File: src/rtl/clock_ctrl_pkg.sv
// Shared state encoding and field limits for the clock time-set controller.
package clock_ctrl_pkg;

  typedef enum logic [1:0] {
    ST_RUN     = 2'd0,
    ST_SET_HR  = 2'd1,
    ST_SET_MIN = 2'd2,
    ST_COMMIT  = 2'd3
  } state_e;

  localparam logic [6:0] MAX_HOURS   = 7'd23;
  localparam logic [6:0] MAX_MINUTES = 7'd59;

endpackage

File: src/rtl/wrap_updown.sv
// 7-bit edit register: parallel load with range clamp, wrapping increment/decrement.
module wrap_updown (
  input  logic       clk,
  input  logic       reset,
  input  logic       enable,
  input  logic       inc,
  input  logic       dec,
  input  logic [6:0] max,
  input  logic       load,
  input  logic [6:0] load_val,
  output logic [6:0] value
);

  logic [6:0] value_q, value_d;

  always_comb begin
    value_d = value_q;
    if (load) begin
      // out-of-range live values restart editing from zero
      value_d = (load_val > max) ? 7'd0 : load_val;
    end else if (enable && inc && !dec) begin
      value_d = (value_q >= max) ? 7'd0 : value_q + 7'd1;
    end else if (enable && dec && !inc) begin
      value_d = (value_q == 7'd0) ? max : value_q - 7'd1;
    end
  end

  always_ff @(posedge clk or negedge reset) begin
    if (!reset) value_q <= '0;
    else        value_q <= value_d;
  end

  assign value = value_q;

endmodule

File: src/rtl/clock_set_ctrl.sv
// Time-set controller: mode button walks RUN -> SET_HR -> SET_MIN -> COMMIT,
// with blinking of the field being edited and an idle timeout that discards edits.
//
// state      | meaning
// -----------+------------------------------------------------------
// ST_RUN     | clock running, edit registers hold last capture
// ST_SET_HR  | hours field editable, hours digits blink
// ST_SET_MIN | minutes field editable, minutes digits blink
// ST_COMMIT  | one-cycle load strobe of edited time into counters
module clock_set_ctrl
  import clock_ctrl_pkg::*;
#(
  parameter int BLINK_TICKS   = 5,
  parameter int TIMEOUT_TICKS = 100
) (
  input  logic       clk,
  input  logic       reset,
  input  logic       tick_100ms,
  input  logic       btn_mode,
  input  logic       btn_inc,
  input  logic       btn_dec,
  input  logic [6:0] cur_hours,
  input  logic [6:0] cur_minutes,
  output logic [6:0] load_hours,
  output logic [6:0] load_minutes,
  output logic       load_en,
  output logic       run_en,
  output logic       blank_hours,
  output logic       blank_minutes,
  output logic [1:0] mode
);

  localparam int BW = (BLINK_TICKS > 1) ? $clog2(BLINK_TICKS + 1) : 1;
  localparam int IW = (TIMEOUT_TICKS > 1) ? $clog2(TIMEOUT_TICKS + 1) : 1;
  localparam logic [BW-1:0] BLINK_LAST = BW'(BLINK_TICKS - 1);
  localparam logic [IW-1:0] IDLE_LAST  = IW'(TIMEOUT_TICKS - 1);

  state_e        state_q, state_d;
  logic [BW-1:0] blink_q, blink_d;
  logic [IW-1:0] idle_q, idle_d;
  logic          phase_q, phase_d;
  logic          load_en_q, run_en_q, blank_hours_q, blank_minutes_q;

  logic any_btn, editing, timeout, capture;

  assign any_btn = btn_mode | btn_inc | btn_dec;
  assign editing = (state_q == ST_SET_HR) || (state_q == ST_SET_MIN);
  // a press in the timeout cycle wins: it clears the idle count instead
  assign timeout = editing && tick_100ms && !any_btn && (idle_q == IDLE_LAST);
  assign capture = (state_q == ST_RUN) && btn_mode;

  always_comb begin
    state_d = state_q;
    case (state_q)
      ST_RUN:     if (btn_mode) state_d = ST_SET_HR;
      ST_SET_HR:  if (btn_mode) state_d = ST_SET_MIN;
                  else if (timeout) state_d = ST_RUN;
      ST_SET_MIN: if (btn_mode) state_d = ST_COMMIT;
                  else if (timeout) state_d = ST_RUN;
      ST_COMMIT:  state_d = ST_RUN;
      default:    state_d = ST_RUN;
    endcase
  end

  always_comb begin
    blink_d = '0;
    phase_d = 1'b0;
    idle_d  = '0;
    if (editing && !any_btn && (state_d == state_q)) begin
      blink_d = blink_q;
      phase_d = phase_q;
      idle_d  = idle_q;
      if (tick_100ms) begin
        idle_d = idle_q + IW'(1);
        if (blink_q == BLINK_LAST) begin
          blink_d = '0;
          phase_d = ~phase_q;
        end else begin
          blink_d = blink_q + BW'(1);
        end
      end
    end
  end

  always_ff @(posedge clk or negedge reset) begin
    if (!reset) begin
      state_q         <= ST_RUN;
      blink_q         <= '0;
      idle_q          <= '0;
      phase_q         <= 1'b0;
      load_en_q       <= 1'b0;
      run_en_q        <= 1'b1;
      blank_hours_q   <= 1'b0;
      blank_minutes_q <= 1'b0;
    end else begin
      state_q         <= state_d;
      blink_q         <= blink_d;
      idle_q          <= idle_d;
      phase_q         <= phase_d;
      load_en_q       <= (state_d == ST_COMMIT);
      run_en_q        <= (state_d == ST_RUN) || (state_d == ST_COMMIT);
      blank_hours_q   <= (state_d == ST_SET_HR) && phase_d;
      blank_minutes_q <= (state_d == ST_SET_MIN) && phase_d;
    end
  end

  // mode press in an edit state advances only; the inc/dec is dropped
  wrap_updown u_hours (
    .clk      (clk),
    .reset    (reset),
    .enable   ((state_q == ST_SET_HR) && !btn_mode),
    .inc      (btn_inc),
    .dec      (btn_dec),
    .max      (MAX_HOURS),
    .load     (capture),
    .load_val (cur_hours),
    .value    (load_hours)
  );

  wrap_updown u_minutes (
    .clk      (clk),
    .reset    (reset),
    .enable   ((state_q == ST_SET_MIN) && !btn_mode),
    .inc      (btn_inc),
    .dec      (btn_dec),
    .max      (MAX_MINUTES),
    .load     (capture),
    .load_val (cur_minutes),
    .value    (load_minutes)
  );

  assign load_en       = load_en_q;
  assign run_en        = run_en_q;
  assign blank_hours   = blank_hours_q;
  assign blank_minutes = blank_minutes_q;
  assign mode          = state_q;

endmodule

File: config.mk
export PLATFORM = sky130hd
export DESIGN_NAME = clock_set_ctrl
export DESIGN_NICKNAME = d
export VERILOG_FILES = /design/src/rtl/clock_ctrl_pkg.sv /design/src/rtl/wrap_updown.sv /design/src/rtl/clock_set_ctrl.sv
export SDC_FILE = /design/constraint.sdc
export NUM_CORES = 1
export LEC_CHECK = 0
export ABC_CLOCK_PERIOD_IN_PS = 2200
export CAP_MARGIN = 40
export CORE_ASPECT_RATIO = 1.1
export CORE_MARGIN = 2
export CORE_UTILIZATION = 48
export CTS_CLUSTER_DIAMETER = 30
export DETAILED_ROUTE_END_ITERATION = 6
export GPL_TIMING_DRIVEN = 1
export MAX_ROUTING_LAYER = met4
export PLACE_DENSITY = 0.77
export SLEW_MARGIN = 20
export SYNTH_ARGS = -nofsm -noshare
export SYNTH_HDL_FRONTEND = slang
export SYNTH_SLANG_ARGS = --single-unit
export TNS_END_PERCENT = 1
File: constraint.sdc
create_clock -name clk -period 2.2 [get_ports clk]
set_input_delay 0.33 -clock clk [delete_from_list [all_inputs] [get_ports clk]]
set_output_delay 0.33 -clock clk [all_outputs]
set_load 0.01 [all_outputs]
# Word level (Yosys, flattened, before mapping)
# Index checks and enable logic that the tools add are counted.
# word_totals
out_inout_bits	20
inputBits	20
regBits	31
# classes
n_mux	25
n_eq_ne	10
bitwise	3
n_reduce_logical	30
n_addsub	6
n_lt_le_gt_ge	4
# op_table
op	n
$mux W7	14
$add A7 B1 Y7 const B	3
$logic_and A1 B1 Y1	18
$logic_not A7 Y1	2
$sub A7 B1 Y7 const B	2
$mux W3	3
$eq A2 B2 Y1 const B	4
$mux W2	4
$pmux W2 S4	1
$eq A7 B7 Y1 const B	1
$ge A7 B5 Y1 const B	1
$ge A7 B6 Y1 const B	1
$gt A7 B5 Y1 const B	1
$gt A7 B6 Y1 const B	1
$reduce_bool A3 Y1	2
$eq A2 B1 Y1 const B	2
$logic_not A1 Y1	4
$logic_not A2 Y1	2
$add A3 B1 Y3 const B	1
$eq A3 B3 Y1 const B	1
$mux W1	3
$eq A2 B2 Y1	1
$logic_or A1 B1 Y1	2
$ne A2 B2 Y1 const B	1
other kinds (2)	3

# Logic depth before layout (Yosys ltp)
# Gate-level depths: netlist of run 1.
# depth
ltp_word	12
depth_mapped	9

# Cells and area by module
# Synthesis of run 1 repeated with hierarchy kept, for this count alone.
# hier_totals
cells_unflattened	367
area_unflattened_um2	3266.9
# by_module_without_submodules
module	cells_each	seq_area_each_um2	instances	area_each_um2
wrap_updown	136	175.2	2	1116.1
clock_set_ctrl	95	426.7	1	1034.7

# Worst setup path before layout of run 1
# Ideal clock, no wire load.
# synth_path
path_type	flip-flop to flip-flop
from	register state_q[0], in the netlist mode[0]
to	register blank_hours_q, in the netlist blank_hours
arrival_time_ns	2.092
required_time_ns	2.071
path_slack_ns	-0.021
path_stages_with_launch	10
path_cell_list	dfrtp_1 -> inv_1 -> ha_1 -> or4b_1 -> nor3_1 -> nor2_1 -> o22ai_2 -> inv_1 -> ha_1 -> nor3b_1
# synth_between
elab_chain_len	12
elab_cells_between_ends	19
# synth_lines
item	line_no	source
start, declared	clock_set_ctrl.sv:38	state_e state_q, state_d;
start signal, assigned	clock_set_ctrl.sv:96	state_q <= state_d;
$eq A2 B1 Y1 / $eq A2 B2 Y1 (equally long branches)	clock_set_ctrl.sv:47, clock_set_ctrl.sv:54	
$logic_or A1 B1 Y1	clock_set_ctrl.sv:47	assign editing = (state_q == ST_SET_HR) || (state_q == ST_SET_MIN);
$logic_and A1 B1 Y1 (3 in series)	clock_set_ctrl.sv:49	assign timeout = editing && tick_100ms && !any_btn && (idle_q == IDLE_LAST);
$mux W2	clock_set_ctrl.sv:57, clock_set_ctrl.sv:59	
$mux W2, on equally long branches	clock_set_ctrl.sv:58, clock_set_ctrl.sv:56	
$pmux W2 S4 *	clock_set_ctrl.sv:54	case (state_q)
named net state_d[0]	clock_set_ctrl.sv:38	
$eq A2 B2 Y1	clock_set_ctrl.sv:69	if (editing && !any_btn && (state_d == state_q)) begin
$logic_and A1 B1 Y1	clock_set_ctrl.sv:69	
$mux W1	clock_set_ctrl.sv:69	
$logic_and A1 B1 Y1 *	clock_set_ctrl.sv:102	blank_hours_q <= (state_d == ST_SET_HR) && phase_d;
end signal, assigned	clock_set_ctrl.sv:102	
end, declared	clock_set_ctrl.sv:42	logic load_en_q, run_en_q, blank_hours_q, blank_minutes_q;
# Mark *: on every way through the listed nets, which the timed path passes. The rest lies on a longest branch.
# A chain may end at the register's enable or synchronous reset.

# Worst setup path in the final report of run 1
# layout_path
from	register state_q[0], in the netlist mode[0]
to	register blank_minutes_q, in the netlist blank_minutes
# layout_between
elab_chain_len	12
elab_cells_between_ends	19
# layout_lines
item	line_no	source
$eq A2 B1 Y1 / $eq A2 B2 Y1 (equally long branches)	clock_set_ctrl.sv:47, clock_set_ctrl.sv:54	
$logic_or A1 B1 Y1	clock_set_ctrl.sv:47	
$logic_and A1 B1 Y1 (3 in series)	clock_set_ctrl.sv:49	
$mux W2	clock_set_ctrl.sv:57, clock_set_ctrl.sv:59	
$mux W2, on equally long branches	clock_set_ctrl.sv:58, clock_set_ctrl.sv:56	
$pmux W2 S4 *	clock_set_ctrl.sv:54	
named net state_d[1]	clock_set_ctrl.sv:38	
$eq A2 B2 Y1	clock_set_ctrl.sv:69	
$logic_and A1 B1 Y1	clock_set_ctrl.sv:69	
$mux W1	clock_set_ctrl.sv:69	
$logic_and A1 B1 Y1 *	clock_set_ctrl.sv:103	blank_minutes_q <= (state_d == ST_SET_MIN) && phase_d;
end signal, assigned	clock_set_ctrl.sv:103	
end, declared	clock_set_ctrl.sv:42	
# Marked as above.

==> metrics.md, run 1 <==
| Metric | Value |
|---|---|
| Fin worst setup slack | `0.08148 ns` |
| Yosys warns | `0` |
| # setup viols final | `0` |
| Clock skew | `0.002920 ns` |
| CTS tree | `done` |
| Total track usage | `21.57%` |
| CP startpoint | `mode[0]` |
| Antenna Violating Nets Remaining | `0` |
| Net Count, Synth | `277` |
| Max Clock Freq | `0.4720 GHz` |
| CTS root buffer | `clkbuf_8` |
| GRT overflow | `0` |
| CP required | `2.36 ns` |
| Critical Path End Type | `flop` |
| H-tree depth | `2` |
| Netlist cell types | `65` |
| Initial DRC Count | `136` |
| # diodes | `0` |
| Initial Utilization | `49.05%` |
| Die area | `0.005251 mm^2` |
| Syn_area_per_cell | `9.258 um^2` |
| Clock latency on the worst-skew pair | `0.28 ns` |
| Clk sinks | `31` |
| R2R Path Start | `mode[0]` |
| Status | `finished, final reports clean` |
| Number of global-route vias before repair | `1922` |
| FFs w/ async S/R, synth | `100.0%` |
| Initial antenna violation count | `0` |
| Mapped cell area | `0.002250 mm^2` |
| Max clock buf depth | `2` |
| Pwr/cell area | `1144 mW/mm^2` |
| Worst slew margin | `68.20%` |
| Die width | `69.28 um` |
| Fin. max-slew vios | `0` |
| Dpl hpwl | `3901 um` |
| Area growth syn-to-layout | `32.26%` |
| Max Cap Viol | `0` |
| WL/cell | `14.35 um` |
| Final period utilization | `96.30%` |
| Worst Setup EP | `blank_minutes` |
| Synth Register Bits | `31` |
| Top FF cell, synth | `dfrtp_1` |
| Tightest Pin Transition | `0.4759 ns` |
| Global-route wire length before repair | `8749 um` |
| Layout cells sized above 1 | `18.54%` |
| Vias per cell | `5.645` |
| Reg clk slew, reported paths | `0.07 ns` |
| Number of synthesized flops with an enable pin | `0` |
| Largest net degree at the start of global routing | `32` |
| Pre-CTS setup slack | `-0.1245 ns` |
| Cells after Synth | `243` |
| Nets@finish | `335` |
| Final count of hold timing violations | `0` |
| FP Rows | `26` |
| Area of the core | `0.004587 mm^2` |
| R2r setup slk | `0.08 ns` |
| Cell count of the worst reg-to-reg path | `9` |
| Min-delay worst type | `primary input to async pin` |
| Critical path type | `flop to flop` |
| Routed WL | `5137 um` |
| P_leak | `1.215 nW` |
| DRT Pass-1 Iters | `4` |
| FF-to-FF End | `blank_minutes` |
| Critical Path Source Type | `flop` |
| Total power | `0.003403 W` |
| Placer Congestion | `0.9079` |
| Die Y | `75.80 um` |
| Tmin final | `2.119 ns` |
| VDD IR-drop max | `0.5252 mV` |
| Sequential cell area fraction in the yosys report | `34.54%` |
| IO Pins | `40` |
| Data arrival, critical path | `2.27 ns` |
| Util after Layout | `64.87%` |
| DRC viols | `0` |
| Crit-path max FO | `3` |
| Cts bufs inserted | `5` |
| RSZ-0062 raised after global routing | `true` |
| DR vias | `2021` |
| I/O Buffers | `39` |
-- where the power goes --
| part | switching, W | leakage [nW] | internal (W) |
|---|---|---|---|
| Combinational | 0.000902 | 0.739 | 0.000924 |
| Sequential | 0.000197 | 0.412 | 0.000705 |
| Clock | 0.000223 | 0.0644 | 0.000452 |
| Total | 0.00132 | 1.22 | 0.00208 |
-- critical path, stage by stage, from the launching register on --
cell	delay, ns
dfrtp_1	0.34
inv_1	0.06
ha_1	0.28
or4b_4	0.46
nor3_2	0.22
nor2_1	0.09
nor2_2	0.14
a211oi_2	0.08
ha_1	0.20
nor3b_1	0.13
-- layout make-up --
type / instances / area [um^2]
multi-input cells: 190 / 1391
inverters: 12 / 45.04
clock buffers: 5 / 68.82
clock inverters: 3 / 67.56
fillers: 367 / 1612
well taps: 56 / 70.07
repair buffers: 61 / 555.5
flip-flops and latches: 31 / 777.0
-- logic make-up (layout without fill, tap and decap cells) --
kind of cell             Yosys count  count (layout)  synth area share, %
AO/OA/AOI/OAI                     69              69                23.53
XOR/XNOR                          12              12                4.672
adder cells (fa/ha/maj)           14              14                7.787
buffers and inverters             22              81                4.560
flip-flops                        31              31                34.54
multiplexers                       2               2               0.9455
AND/OR/NAND/NOR                   93              93                23.97
-- stage by stage --
stage                     hold WS (ns)  std cells  cell area [um^2]  setup TNS [ns]
after detailed placement        0.5136        350              2823         -0.3918
after global routing            0.4983        358              2975        -0.04602
after CTS                       0.4609        358              2959               0
after global placement          0.5059        350              2823         -0.3149
final                           0.4474        358              2975               0
after floorplan                0.03441        243              2255               0
-- sequential cells by signal, indices dropped and copies added, names as in the netlist --
register,count
idle_q,7
u_hours.value,7
u_minutes.value,7
blink_q,3
mode,2
blank_hours,1
blank_minutes,1
load_en,1
phase_q,1
run_en,1
-- per-layer routing --
layer	wire length, um	part of all wire [%]	track usage (%)	vias to the layer above
met3	234	4.6	3.571	4
met4	39	0.76	5.664	0
met5	0	0	-	-
met1	2142	42	24.88	961
met2	2721	53	39.64	44
li1	-	-	-	1012
-- worst min path at each step --
stage	start	endpoint	slack [ns]	cells after the start
detailed placement	u_hours.value[6]	u_hours.value[6]	0.51	1
global route	reset	u_minutes.value[2]	0.50	2
global placement	u_hours.value[6]	u_hours.value[6]	0.51	1
CTS	reset	u_minutes.value[2]	0.46	2
floorplan	reset	blank_hours	0.03	0
finish	reset	u_minutes.value[2]	0.45	2
-- synth_stat cells (all sizes together), types with 2 or more instances --
master	count	area share, %
dfrtp	30	33
nor2	30	5.0
nand2	18	3.1
o21ai	18	4.2
a21oi	14	3.3
ha	14	7.8
inv	12	2.0
buf	8	2.2
a31oi	6	1.7
nand3	6	1.3
nor3	6	2.1
xnor2	6	2.3
xor2	6	2.3
nor2b	5	1.4
a22oi	4	1.6
nand2b	4	1.1
nor3b	4	1.3
a211o	3	1.2
a211oi	3	1.0
nand4	3	0.83
nor4	3	1.5
o21a	3	1.0
a2111oi	2	1.6
a221o	2	0.89
and4bb	2	1.1
clkbuf	2	0.33
o211ai	2	0.67
o21bai	2	1.2
o31ai	2	0.67
or3	2	0.83
or3b	2	1.0
or4b	2	1.1
-- placed cells by master, fill, tap and decap left out, types with 2 or more instances in the layout --
cell,Yosys,layout
a211o_1,3,3
a211oi_1,3,2
a21oi_1,13,13
a221o_1,2,2
a22oi_1,3,3
a31oi_1,6,6
buf_4,2,22
bufinv_16,0,2
clkbuf_8,0,5
clkdlybuf4s50_1,0,39
dfrtp_1,30,30
ha_1,14,14
inv_1,12,12
nand2_1,17,17
nand2b_1,4,4
nand3_1,6,6
nand4_1,3,3
nor2_1,30,29
nor2b_1,5,5
nor3_1,4,3
nor3_2,1,2
nor3b_1,4,3
nor4_1,2,2
o211ai_1,2,2
o21a_1,3,3
o21ai_0,16,16
o31ai_1,2,2
or3b_4,2,2
or4b_4,1,2
xnor2_1,6,6
xor2_1,6,6
-- repair_timing --
action	CTS	global route
endpoints found under the setup margin	0	3
hold endpoints to repair	0	0
resized for setup	0	4
buffers inserted	0	0
hold buffers	0	0
Note: power is estimated with default switching activity, not from simulation.
==> inputs of run 2 (changes only) <==
CAP_MARGIN = not set   (was 40)
CORE_UTILIZATION = 40   (was 48)
PLACE_DENSITY = 0.66   (was 0.77)
==> run 2 against run 1 <==
Register-to-register slack better by 0.05 ns. Clock skew is 0.0012 ns higher. Cell area is 0.76% lower. Fmax is 2.3% higher. Non-clock buffer count is 1 lower. Final cell count is 5.0% higher. Critical endpoint unchanged. Largest power group unchanged.
==> metrics.md, run 2 (synthesis results as in run 1) <==
| Metric | Value |
|---|---|
| Status | `finished, final reports clean` |
| GRT busiest layer | `met2` |
| GRT overflow | `0` |
| Reg clk slew, reported paths | `0.07 ns` |
| Clk sinks | `31` |
| Data arrival, critical path | `2.23 ns` |
| Largest stage delay, worst path | `0.49 ns` |
| Critical path type | `flop to flop` |
| Worst path slowest cell | `or4b_4` |
| CP required | `2.36 ns` |
| CTS root buffer | `clkbuf_8` |
| Fin. max-slew vios | `0` |
| Tightest Pin Transition | `0.5696 ns` |
| Final period utilization | `94.11%` |
| CP Buf/Inv Count | `1` |
| Dpl hpwl | `3868 um` |
| FP Rows | `28` |
| Clock skew | `0.004103 ns` |
| Pwr/cell area | `1077 mW/mm^2` |
| Most common cell after layout, fill and taps aside | `clkdlybuf4s50_1` |
| RSZ-0062 raised after global routing | `true` |
| Non-filler cells, final | `376` |
| Routed WL | `5096 um` |
| Cts bufs inserted | `5` |
| Final count of hold timing violations | `0` |
| Crit-path max FO | `2` |
| Clock latency on the worst-skew pair | `0.28 ns` |
| Antenna Violating Nets Remaining | `0` |
| DRT Pass-1 Iters | `4` |
| VDD IR-drop max | `0.4879 mV` |
| DR vias | `2006` |
| Max clock buf depth | `2` |
| Number of global-route vias before repair | `1955` |
| Grt met1 use | `22.17%` |
| WL/cell | `13.55 um` |
| Largest net degree at the start of global routing | `32` |
| Die Y | `82.66 um` |
| Area growth syn-to-layout | `31.26%` |
| WHS | `0.4521 ns` |
| IO Pins | `40` |
| Initial antenna violation count | `0` |
| Initial DRC Count | `148` |
| Total track usage | `18.30%` |
| Layout cells sized above 1 | `18.60%` |
| CTS Hold Bufs | `0` |
| Critical Path End Type | `flop` |
| P_leak | `1.202 nW` |
| Nets@finish | `334` |
| DP Cell Count | `368` |
| Initial Utilization | `41.70%` |
| Most frequent cells in the layout | `clkdlybuf4s50_1 (39), dfrtp_1 (30), nor2_1 (29)` |
| Max Cap Viol | `0` |
| Critical Path Source Type | `flop` |
| Crit-path cells | `inv_1, ha_1, or4b_4, nor3_4, nor2_1, nor2_2, a211oi_2, ha_2, nor3b_1` |
| Area of the core | `0.005395 mm^2` |
| Met2 Resource Use GR | `31.22%` |
| Met3 usage | `3.883%` |
| H-tree depth | `2` |
| Global-route wire length before repair | `8618 um` |
| Max Clock Freq | `0.4830 GHz` |
| Min-delay worst type | `primary input to async pin` |
| Placer Congestion | `0.8386` |
| # diodes | `0` |
| Tmin final | `2.070 ns` |
| Die area | `0.006241 mm^2` |
| I/O Buffers | `39` |
| CTS tree | `done` |
| Cell family with most CP delay | `simple AND/OR/NAND/NOR gates` |
| Vias per cell | `5.335` |
| # setup viols final | `0` |
| Die width | `75.51 um` |
| Worst slew margin | `61.73%` |
| DRC viols | `0` |
-- run 2: cell types whose count changed in the layout (fill, tap and decap cells not counted), sizes merged --
cell      before  now
bufinv         2    0
clkinv         0    1
clkinvlp       1    2
buf           22   21
-- run 2: worst paths after layout --
check                                  from               end  slack, ns  cells after the start
setup / recovery                    mode[0]     blank_minutes       0.13                      9
hold / removal                        reset  u_hours.value[1]       0.45                      2
setup reg to reg                    mode[0]     blank_minutes       0.13                      9
hold reg to reg            u_hours.value[6]  u_hours.value[6]       0.52                      1
max in group asynchronous             reset            run_en       1.42                      2
min in group clk           u_hours.value[6]  u_hours.value[6]       0.52                      1
-- run 2: metal layers --
metal,wire length [um],up-vias
met1,2322,960
met4,38,0
met2,2522,40
met3,212,5
met5,0,-
li1,-,1001
-- run 2: cell type report --
cell class | count | area [um^2]
Fill cell | 508 | 2442
Multi-Input combinational cell | 190 | 1400
Sequential cell | 31 | 777.0
Timing Repair Buffer | 60 | 548.0
Tap cell | 75 | 93.84
Clock buffer | 5 | 68.82
Inverter | 12 | 45.04
Clock inverter | 3 | 20.02
-- run 2: power by group --
| part | switching, W | internal [W] | total (W) |
|---|---|---|---|
| registers | 0.000189 | 0.000706 | 0.000895 |
| logic | 0.000895 | 0.000938 | 0.00183 |
| clock network | 0.000231 | 0.000220 | 0.000451 |
| total | 0.00132 | 0.00186 | 0.00318 |
-- run 2: timing repair --
item / CTS / global route
gates resized for setup: 0 / 6
buffers inserted: 0 / 0
setup endpoints to repair: 0 / 4
-- run 2: per-stage QoR --
stage / TNS, ns / setup WS [ns] / util, % / area [um^2] / total power, W
global route: -0.04945 / -0.02241 / 54.73 / 2953 / 0.003457
floorplan: 0 / 0.005468 / - / 2255 / 0.002041
global placement: -0.2631 / -0.09954 / 52.62 / 2839 / 0.002699
detailed placement: -0.3581 / -0.1181 / 52.62 / 2839 / 0.002722
finish: 0 / 0.1295 / 54.73 / 2953 / 0.003179
CTS: 0 / 0.03895 / 54.27 / 2928 / 0.003188
